==> config.mk <==
export PLATFORM = sky130hd
export DESIGN_NAME = apx_err_monitor
export DESIGN_NICKNAME = d
export VERILOG_FILES = /design/src/rtl/apx_err_monitor_pkg.sv /design/src/rtl/apx_err_monitor_err_dist.sv /design/src/rtl/apx_err_monitor.sv
export SDC_FILE = /design/constraint.sdc
export NUM_CORES = 1
export LEC_CHECK = 0
export CAP_MARGIN = 10
export CELL_PAD_IN_SITES_DETAIL_PLACEMENT = 0
export CELL_PAD_IN_SITES_GLOBAL_PLACEMENT = 2
export CORE_ASPECT_RATIO = 1.2
export CORE_MARGIN = 4
export CORE_UTILIZATION = 29
export DETAILED_ROUTE_END_ITERATION = 8
export PLACE_DENSITY = 0.88
export SLEW_MARGIN = 20
export SYNTH_ARGS = -nofsm -noshare
export SYNTH_HDL_FRONTEND = slang
export SYNTH_SLANG_ARGS = --single-unit
==> constraint.sdc <==
create_clock -name clk -period 4.5 [get_ports clk]
set_input_delay 0.675 -clock clk [delete_from_list [all_inputs] [get_ports clk]]
set_output_delay 0.675 -clock clk [all_outputs]
set_load 0.01 [all_outputs]
==> src/rtl/apx_err_monitor_pkg.sv <==
// Shared types and width helpers for the approximate-adder error monitor.
package apx_err_pkg;

    typedef enum logic [1:0] {
        ACC   = 2'd0,
        DRAIN = 2'd1,
        RPT   = 2'd2
    } state_e;

    function automatic int ed_width(input int width);
        return width + 1;
    endfunction

    function automatic int sum_width(input int width, input int win_log2);
        return width + 1 + win_log2;
    endfunction

endpackage

==> src/rtl/apx_err_monitor_err_dist.sv <==
// Combinational exact sum and error distance for one operand pair.
// The signed diff output exists only when APX_ERR_BIAS_EN is defined.
module err_dist #(
    parameter int WIDTH = 16
) (
    input  logic [WIDTH-1:0]      a,
    input  logic [WIDTH-1:0]      b,
    input  logic [WIDTH:0]        sum_apx,
    output logic [WIDTH:0]        exact,
    output logic [WIDTH:0]        ed
`ifdef APX_ERR_BIAS_EN
    ,
    output logic signed [WIDTH+1:0] diff
`endif
);

    assign exact = {1'b0, a} + {1'b0, b};
    assign ed    = (exact >= sum_apx) ? (exact - sum_apx) : (sum_apx - exact);

`ifdef APX_ERR_BIAS_EN
    assign diff = $signed({1'b0, sum_apx}) - $signed({1'b0, exact});
`endif

endmodule

==> src/rtl/apx_err_monitor.sv <==
// Windowed error statistics for a WIDTH-bit approximate adder, reported over valid/ready.
// Optional signed bias accumulator enabled by APX_ERR_BIAS_EN.
module apx_err_monitor
    import apx_err_pkg::*;
#(
    parameter int WIDTH    = 16,
    parameter int WIN_LOG2 = 8
) (
    input  logic                      clk,
    input  logic                      rst,
    input  logic                      in_valid,
    output logic                      in_ready,
    input  logic [WIDTH-1:0]          in_a,
    input  logic [WIDTH-1:0]          in_b,
    input  logic [WIDTH:0]            in_sum_apx,
    output logic                      out_valid,
    input  logic                      out_ready,
    output logic [WIN_LOG2:0]         err_cnt,
    output logic [WIDTH+WIN_LOG2:0]   ed_sum,
    output logic [WIDTH:0]            ed_max
`ifdef APX_ERR_BIAS_EN
    ,
    output logic signed [WIDTH+WIN_LOG2+1:0] ed_bias
`endif
);

    localparam int ED_W  = ed_width(WIDTH);
    localparam int SUM_W = sum_width(WIDTH, WIN_LOG2);

    state_e              state_q;
    logic [WIN_LOG2-1:0] cnt_q;
    logic                drain_q;
    logic                in_ready_q;
    logic                out_valid_q;

    logic [ED_W-1:0]     dist_exact;
    logic [ED_W-1:0]     dist_ed;

    logic                v1_q;
    logic [ED_W-1:0]     ed_q;
    logic                nz_q;

    logic [WIN_LOG2:0]   err_cnt_q, err_cnt_d;
    logic [SUM_W-1:0]    ed_sum_q,  ed_sum_d;
    logic [ED_W-1:0]     ed_max_q,  ed_max_d;

    logic accept;
    logic clear;

    assign accept = in_valid & in_ready_q;
    assign clear  = out_valid_q & out_ready;

`ifdef APX_ERR_BIAS_EN
    logic signed [ED_W:0]  dist_diff;
    logic signed [ED_W:0]  diff_q;
    logic signed [SUM_W:0] bias_q, bias_d;
`endif

    err_dist #(
        .WIDTH (WIDTH)
    ) u_err_dist (
        .a       (in_a),
        .b       (in_b),
        .sum_apx (in_sum_apx),
        .exact   (dist_exact),
        .ed      (dist_ed)
`ifdef APX_ERR_BIAS_EN
        ,
        .diff    (dist_diff)
`endif
    );

    // DRAIN spends two cycles so both pipeline stages retire before reporting.
    always_ff @(posedge clk) begin
        if (rst) begin
            state_q     <= ACC;
            cnt_q       <= '0;
            drain_q     <= 1'b0;
            in_ready_q  <= 1'b0;
            out_valid_q <= 1'b0;
        end else begin
            case (state_q)
                ACC: begin
                    in_ready_q <= 1'b1;
                    if (accept) begin
                        cnt_q <= cnt_q + 1'b1;
                        if (cnt_q == '1) begin
                            state_q    <= DRAIN;
                            in_ready_q <= 1'b0;
                            drain_q    <= 1'b0;
                        end
                    end
                end
                DRAIN: begin
                    drain_q <= 1'b1;
                    if (drain_q) begin
                        state_q     <= RPT;
                        out_valid_q <= 1'b1;
                    end
                end
                RPT: begin
                    if (out_ready) begin
                        state_q     <= ACC;
                        out_valid_q <= 1'b0;
                        in_ready_q  <= 1'b1;
                    end
                end
                default: begin
                    state_q     <= ACC;
                    in_ready_q  <= 1'b0;
                    out_valid_q <= 1'b0;
                end
            endcase
        end
    end

    always_ff @(posedge clk) begin
        if (rst) begin
            v1_q <= 1'b0;
            ed_q <= '0;
            nz_q <= 1'b0;
`ifdef APX_ERR_BIAS_EN
            diff_q <= '0;
`endif
        end else begin
            v1_q <= accept;
            if (accept) begin
                ed_q <= dist_ed;
                nz_q <= (dist_exact != in_sum_apx);
`ifdef APX_ERR_BIAS_EN
                diff_q <= dist_diff;
`endif
            end
        end
    end

    always_comb begin
        err_cnt_d = err_cnt_q;
        ed_sum_d  = ed_sum_q;
        ed_max_d  = ed_max_q;
        if (v1_q) begin
            err_cnt_d = err_cnt_q + {{WIN_LOG2{1'b0}}, nz_q};
            ed_sum_d  = ed_sum_q + {{WIN_LOG2{1'b0}}, ed_q};
            ed_max_d  = (ed_q > ed_max_q) ? ed_q : ed_max_q;
        end
    end

`ifdef APX_ERR_BIAS_EN
    always_comb begin
        bias_d = bias_q;
        if (v1_q) begin
            bias_d = bias_q + {{WIN_LOG2{diff_q[ED_W]}}, diff_q};
        end
    end

    always_ff @(posedge clk) begin
        if (rst || clear) begin
            bias_q <= '0;
        end else begin
            bias_q <= bias_d;
        end
    end

    assign ed_bias = bias_q;
`endif

    always_ff @(posedge clk) begin
        if (rst || clear) begin
            err_cnt_q <= '0;
            ed_sum_q  <= '0;
            ed_max_q  <= '0;
        end else begin
            err_cnt_q <= err_cnt_d;
            ed_sum_q  <= ed_sum_d;
            ed_max_q  <= ed_max_d;
        end
    end

    assign in_ready  = in_ready_q;
    assign out_valid = out_valid_q;
    assign err_cnt   = err_cnt_q;
    assign ed_sum    = ed_sum_q;
    assign ed_max    = ed_max_q;

endmodule

Word-level counts from Yosys, hierarchy flattened
Cells that the tools add are included.
Storage, ports and cells
  register bits: 83
  output and inout bits: 53
  logic and storage cells: 56
Cells by class
  $add $sub $neg: 6
  magnitude comparators: 2
  equal/unequal tests: 8
  muxes and demuxes: 16
  bitwise logic cells: 4
  reduce and logical (&&, ||, !) cells: 9
Operators by type and width (count)
  subtractor 17 bit: 2
  adder 25 x 17 -> 25 bit: 1
  adder 16 x 16 -> 17 bit: 1
  greater-or-equal comparator 17 bit: 1
  greater-than comparator 17 bit: 1
  two-way mux 17 bit: 1
  inequality test 17 bit: 1
  adder 9 x 1 -> 9 bit: 1
  adder 8 x 1 -> 8 bit (second input constant): 1
  equality test 8 bit (second input constant): 1
  two-way mux 2 bit: 4
  inequality test 2 bit (second input constant): 4
  two-way mux 1 bit: 7
  one-hot mux 1 bit (3 select lines): 2
  one-hot mux 2 bit (3 select lines): 1
  AND reduction 2 bit: 3
  AND reduction 3 bit: 2
  AND reduction 4 bit: 1
  AND 1 bit: 2
  equality test 2 x 1 -> 1 bit (second input constant): 1
  equality test 2 bit (second input constant): 1
  zero test 2 bit: 1
  inverter 1 bit: 2
  one-hot mux 1 bit (2 select lines): 1
  other kinds (2): 2

Depth between registers and ports, before layout
  depth in word-level cells: 4
  mapped depth: 20
  gate-level depth less buffers: 19

Cells and area by module
From an unflattened synthesis, not the netlist that was laid out.
Second synthesis, totals
  cells, all modules: 972
  area total of the unflattened synthesis: 7622.3 um^2
By module, submodules not included
  apx_err_monitor: times used 1, cells an instance 649, area each 5175.0 um^2
  err_dist: times used 1, cells an instance 323, area each 2447.3 um^2

Worst setup path before layout
OpenSTA, ideal clock, no wires.
  kind: in2reg
  start: in in_a[0]
  end: reg ed_q[16]
  library setup time: 120 ps
  data arrival time: 4632 ps
  required time: 4380 ps
  setup slack: -251 ps
  stages on the path: 18
  path buffers: 0
  path through: ha_1 > fa_1 > a21o_1 > a21oi_1 > nor2_1 > o21a_1 > o311ai_0 > a31oi_1 > xor2_1 > ha_1 > a21o_1 > a21oi_1 > nor2b_1 > or3_4 > nor2_4 > mux2_4 > a32o_1 > a211o_1
Between the ends
  longest elaborated chain between the ends: 3
RTL lines
  start: declaration: line apx_err_monitor.sv:13  | input logic [WIDTH-1:0] in_a,
  adder 16 x 16 -> 17 bit *: line apx_err_monitor_err_dist.sv:17  | assign exact = {1'b0, a} + {1'b0, b};
  subtractor 17 bit / greater-or-equal comparator 17 bit (equally long branches): line apx_err_monitor_err_dist.sv:18  | assign ed = (exact >= sum_apx) ? (exact - sum_apx) : (sum_apx - exact);
  two-way mux 17 bit *: line apx_err_monitor_err_dist.sv:18
  end signal: assignment: line apx_err_monitor.sv:128  | ed_q <= dist_ed;
  end: declaration: line apx_err_monitor.sv:40  | logic [ED_W-1:0] ed_q;
Every way passes the cells marked *; elsewhere a longest branch is shown, timed or not.
A chain may end at the register's enable or synchronous reset.

Final worst setup path
Same ends and word-level chain as after synthesis.

==> reports/results.ini <==
[logic_synthesis]
yosysTopAreaCell = dfxtp_1
synthSimpleGateAreaFrac_pct = 16.9
synth_nets = 959
synth-edff-count = 0
synth-async-reset-ratio_pct = 0
netlist_area_mm2 = 0.00669
synth.ff_latch_count = 83
yosys_most_used_dff = dfxtp_1
synth_cells = 816
synth_top_cells_by_area = dfxtp_1 25%, ha_1 16%, mux2i_1 5.8%
post_synth.cell_area_avg_um2 = 8.20
yosys.area_share.adder_pct = 17.3
netlist.area_leader.share_pct = 24.8
yosys.area_share.xor_xnor_pct = 6.93
share_of_the_synthesized_area_in_compound_gates_ao_oa_aoi_oai_pct = 21.8
netlist_top_cells_count = 93 x nor2_1, 86 x ha_1, 83 x dfxtp_1
yosys.cell_count.top_type = nor2_1
synth_cell_type_count = 74
dominant_combinational_cell_family_by_area_after_synthesis = compound AO/OA/AOI/OAI gates
post_synth_mux_area_share_pct = 6.39
yosys_warnings = 0
yosysSeqAreaShare_pct = 24.8

[global_route]
first_pass_grt_wire_length_mm = 28.9
globalRoute.busiestLayer = met2
globalRouteMet1Util_pct = 16.1
first_global_vias = 6132
groute.layer.met3.usage_pct = 1.51
number_of_antenna_violations_at_the_first_check_in_global_routing = 0
met2_global_route_usage_pct = 24.6
maximum_number_of_pins_on_one_net_before_global_route_repair = 37
grt_util_all_layers_pct = 13.5
grt_overflow = 0

[floorplanning]
placeable_area_mm2 = 0.0226
die_h_um = 174
floorplan.die_area_mm2 = 0.0256
top_level_ports = 106
die_width_um = 147
floorplan.initialDensity_pct = 29.6
core.rowCount = 60

[worst_setup_path]
critical_path_required_ps = 4730
critPathSlowestCell = fa_2
critical-path-top-cell-by-count = a21o_1
biggest_fanout_along_the_worst_timing_path = 5
arrival_ps = 4640
worstPathBufferInverterCount = 2
critPathCaptureType = flip-flop
path_cells = buf_6 -> ha_4 -> fa_2 -> a21o_1 -> a21oi_2 -> nor2_1 -> o21a_2 -> buf_6 -> o21ai_2 -> nand2b_1 -> a21oi_2 -> xnor2_1 -> ha_1 -> a21o_1 -> a21o_1 -> and2_4 -> o31a_4 -> nor2_4 -> mux2_4 -> a32o_1 -> a211o_1
critPathTopFamily = compound AO/OA/AOI/OAI gates
crit_path_start_kind = input pin
crit_type = input pin to flip-flop
critical-path-max-stage-delay_ps = 350

[placed_design]
post-dp-hpwl_mm = 14.7
port-buffer-count = 105
placedInstanceArea_mm2 = 0.00871
gp_congestion = 0.891

[layout]
fin_area_mm2 = 0.00924
filler_instances = 2318
antenna_diode_count = 0
area_delta_synth_final_pct = 38.0
drive_above_1_share_pct = 16.8
num-nets-final = 1150

[route]
antenna_violating_nets_post_route = 0
via_count = 6310
drt-wirelength-per-cell_um = 13.5
first_iter_violations = 173
drcViolationCount = 0
via_per_inst = 4.77
detail_route.wirelength_mm = 17.9
firstDrtPassIters = 4

[sta]
timing_max_transition_violations_final = 0
totalNegativeSetupSlack_ps = 0
timing.max_slew.rel_slack_pct = 32.1
max_freq_mhz = 227
setup_violations = 0
finalWorstPathRequiredPeriod_ps = 4410
period_share_pct = 98.0
worst_slew_pin_slew_ps = 1020
rsz0062_at_grt = yes
timing.final.hold_violations = 0
finClkSkew_ps = 11.6

[pwr]
internal_power_mw = 1.81
pwr_dens_mw_per_mm2 = 305
p_clk_share_pct = 25.5
irDropWorstVdd_v = 0.000184
leakagePower_nw = 3.99
switching_share_pct = 35.9
power_switching_mw = 1.01
p_seq_share_pct = 28.5
share_comb_of_total_power_pct = 46.1

[clocking]
ctsRootBufferMaster = clkbuf_16
numCtsBuffers = 9
cts_tree = yes
htree_num_levels = 3
clock_insertion_delay_worst_skew_ps = 350
worst_setup_hold_path_clk_slew_ps = 70
clock_sink_count = 83
clock_tree.buffer_depth = 2

[outcome]
status = completed

[hold_path]
timing.hold.worst.class = flip-flop to flip-flop

[flow_run]
drv.max_cap_violation_count = 0

## layout by cell type (no fill, tap or decap), types with 4 or more instances in the layout
cell type	n
a211oi_1	20
a21o_1	33
a21oi_1	58
a21oi_2	4
a221oi_1	5
a31oi_1	6
and3_1	5
buf_4	97
buf_6	7
clkbuf_16	9
clkdlybuf4s50_1	99
dfxtp_1	83
ha_1	83
inv_1	70
mux2i_1	38
nand2_1	40
nand2b_1	8
nand3_1	8
nand3b_1	4
nand4_1	13
nor2_1	92
nor2b_1	6
nor3_1	10
o211ai_1	5
o21a_1	6
o21ai_0	37
o21bai_1	5
or2_2	4
or3_1	12
xnor2_1	29
xor2_1	24
## worst min-delay path, cell delays in order (launching register included)
cell and delay [ps]:
dfxtp_1 320, o21ai_0 70, a21oi_1 60
## cell families (layout without fill, tap and decap cells)
family	Yosys count	count (layout)
adder cells (fa/ha/maj)	90	90
AO/OA/AOI/OAI	220	220
XOR/XNOR	53	53
multiplexers	42	42
buffers and inverters	99	295
flip-flops	83	83
AND/OR/NAND/NOR	229	229
## cell type report
type | instances | area [µm²] | area share, %
Inverter | 72 | 273 | 2.95
Clock inverter | 6 | 57.6 | 0.623
Timing Repair Buffer | 207 | 1830 | 19.8
Sequential cell | 83 | 1660 | 18.0
Multi-Input combinational cell | 634 | 4800 | 51.9
Tap cell | 310 | 388 | 4.20
Clock buffer | 10 | 229 | 2.48
## power by group through the flow
stage               clock [mW]  combinational [mW]  sequential, mW
global placement             0                1.21           0.818
floorplan                    0               0.776           0.810
finish                   0.718                1.30           0.802
CTS                      0.738                1.27           0.802
global route             0.761                1.43           0.807
detailed placement           0                1.22           0.819
## path summary, 6_finish.rpt
path                            startpoint    endpoint  slack, ps  depth (start not counted)
worst max register to register     ed_q[0]  ed_sum[24]       1600                         11
worst max-delay path               in_a[0]    ed_q[16]         90                         21
worst min register to register    cnt_q[7]    cnt_q[7]        490                          2
worst min-delay path              cnt_q[7]    cnt_q[7]        490                          2
## per-stage QoR
stage                     hold WS, ps  worst slack (ps)  util (%)  instances  power [mW]
after global placement            470              -692      38.5       1293        2.03
after CTS                         491              10.6      40.3       1316        2.81
final                             491              88.4      40.9       1322        2.82
after detailed placement          479              -785      38.5       1293        2.04
after floorplan                   450             -22.4         -        816        1.59
after global routing              520             -63.1      40.9       1322        3.00
## per-layer routing
metal	vias up	share of wire, %
met2	125	50
met5	-	0
li1	3288	-
met3	27	3.1
met1	2870	45
met4	0	2.3
## flip-flops by register name (all words and copies together), names as in the netlist
| signal | flops |
|---|---|
| ed_sum | 25 |
| state_q | 2 |
| in_ready | 1 |
| ed_max | 17 |
| ed_q | 17 |
| v1_q | 1 |
| nz_q | 1 |
| drain_q | 1 |
| cnt_q | 8 |
| err_cnt | 9 |
| out_valid | 1 |
## repair_timing
item                                    4_1_cts  5_1_grt
hold buffers                                  0        0
pin swaps                                    27       31
resized for setup                            32       19
endpoints found under the setup margin       16       15
setup buffers                                 8        6
endpoints found under the hold margin         0        0
Note: power is estimated with default switching activity, not from simulation.
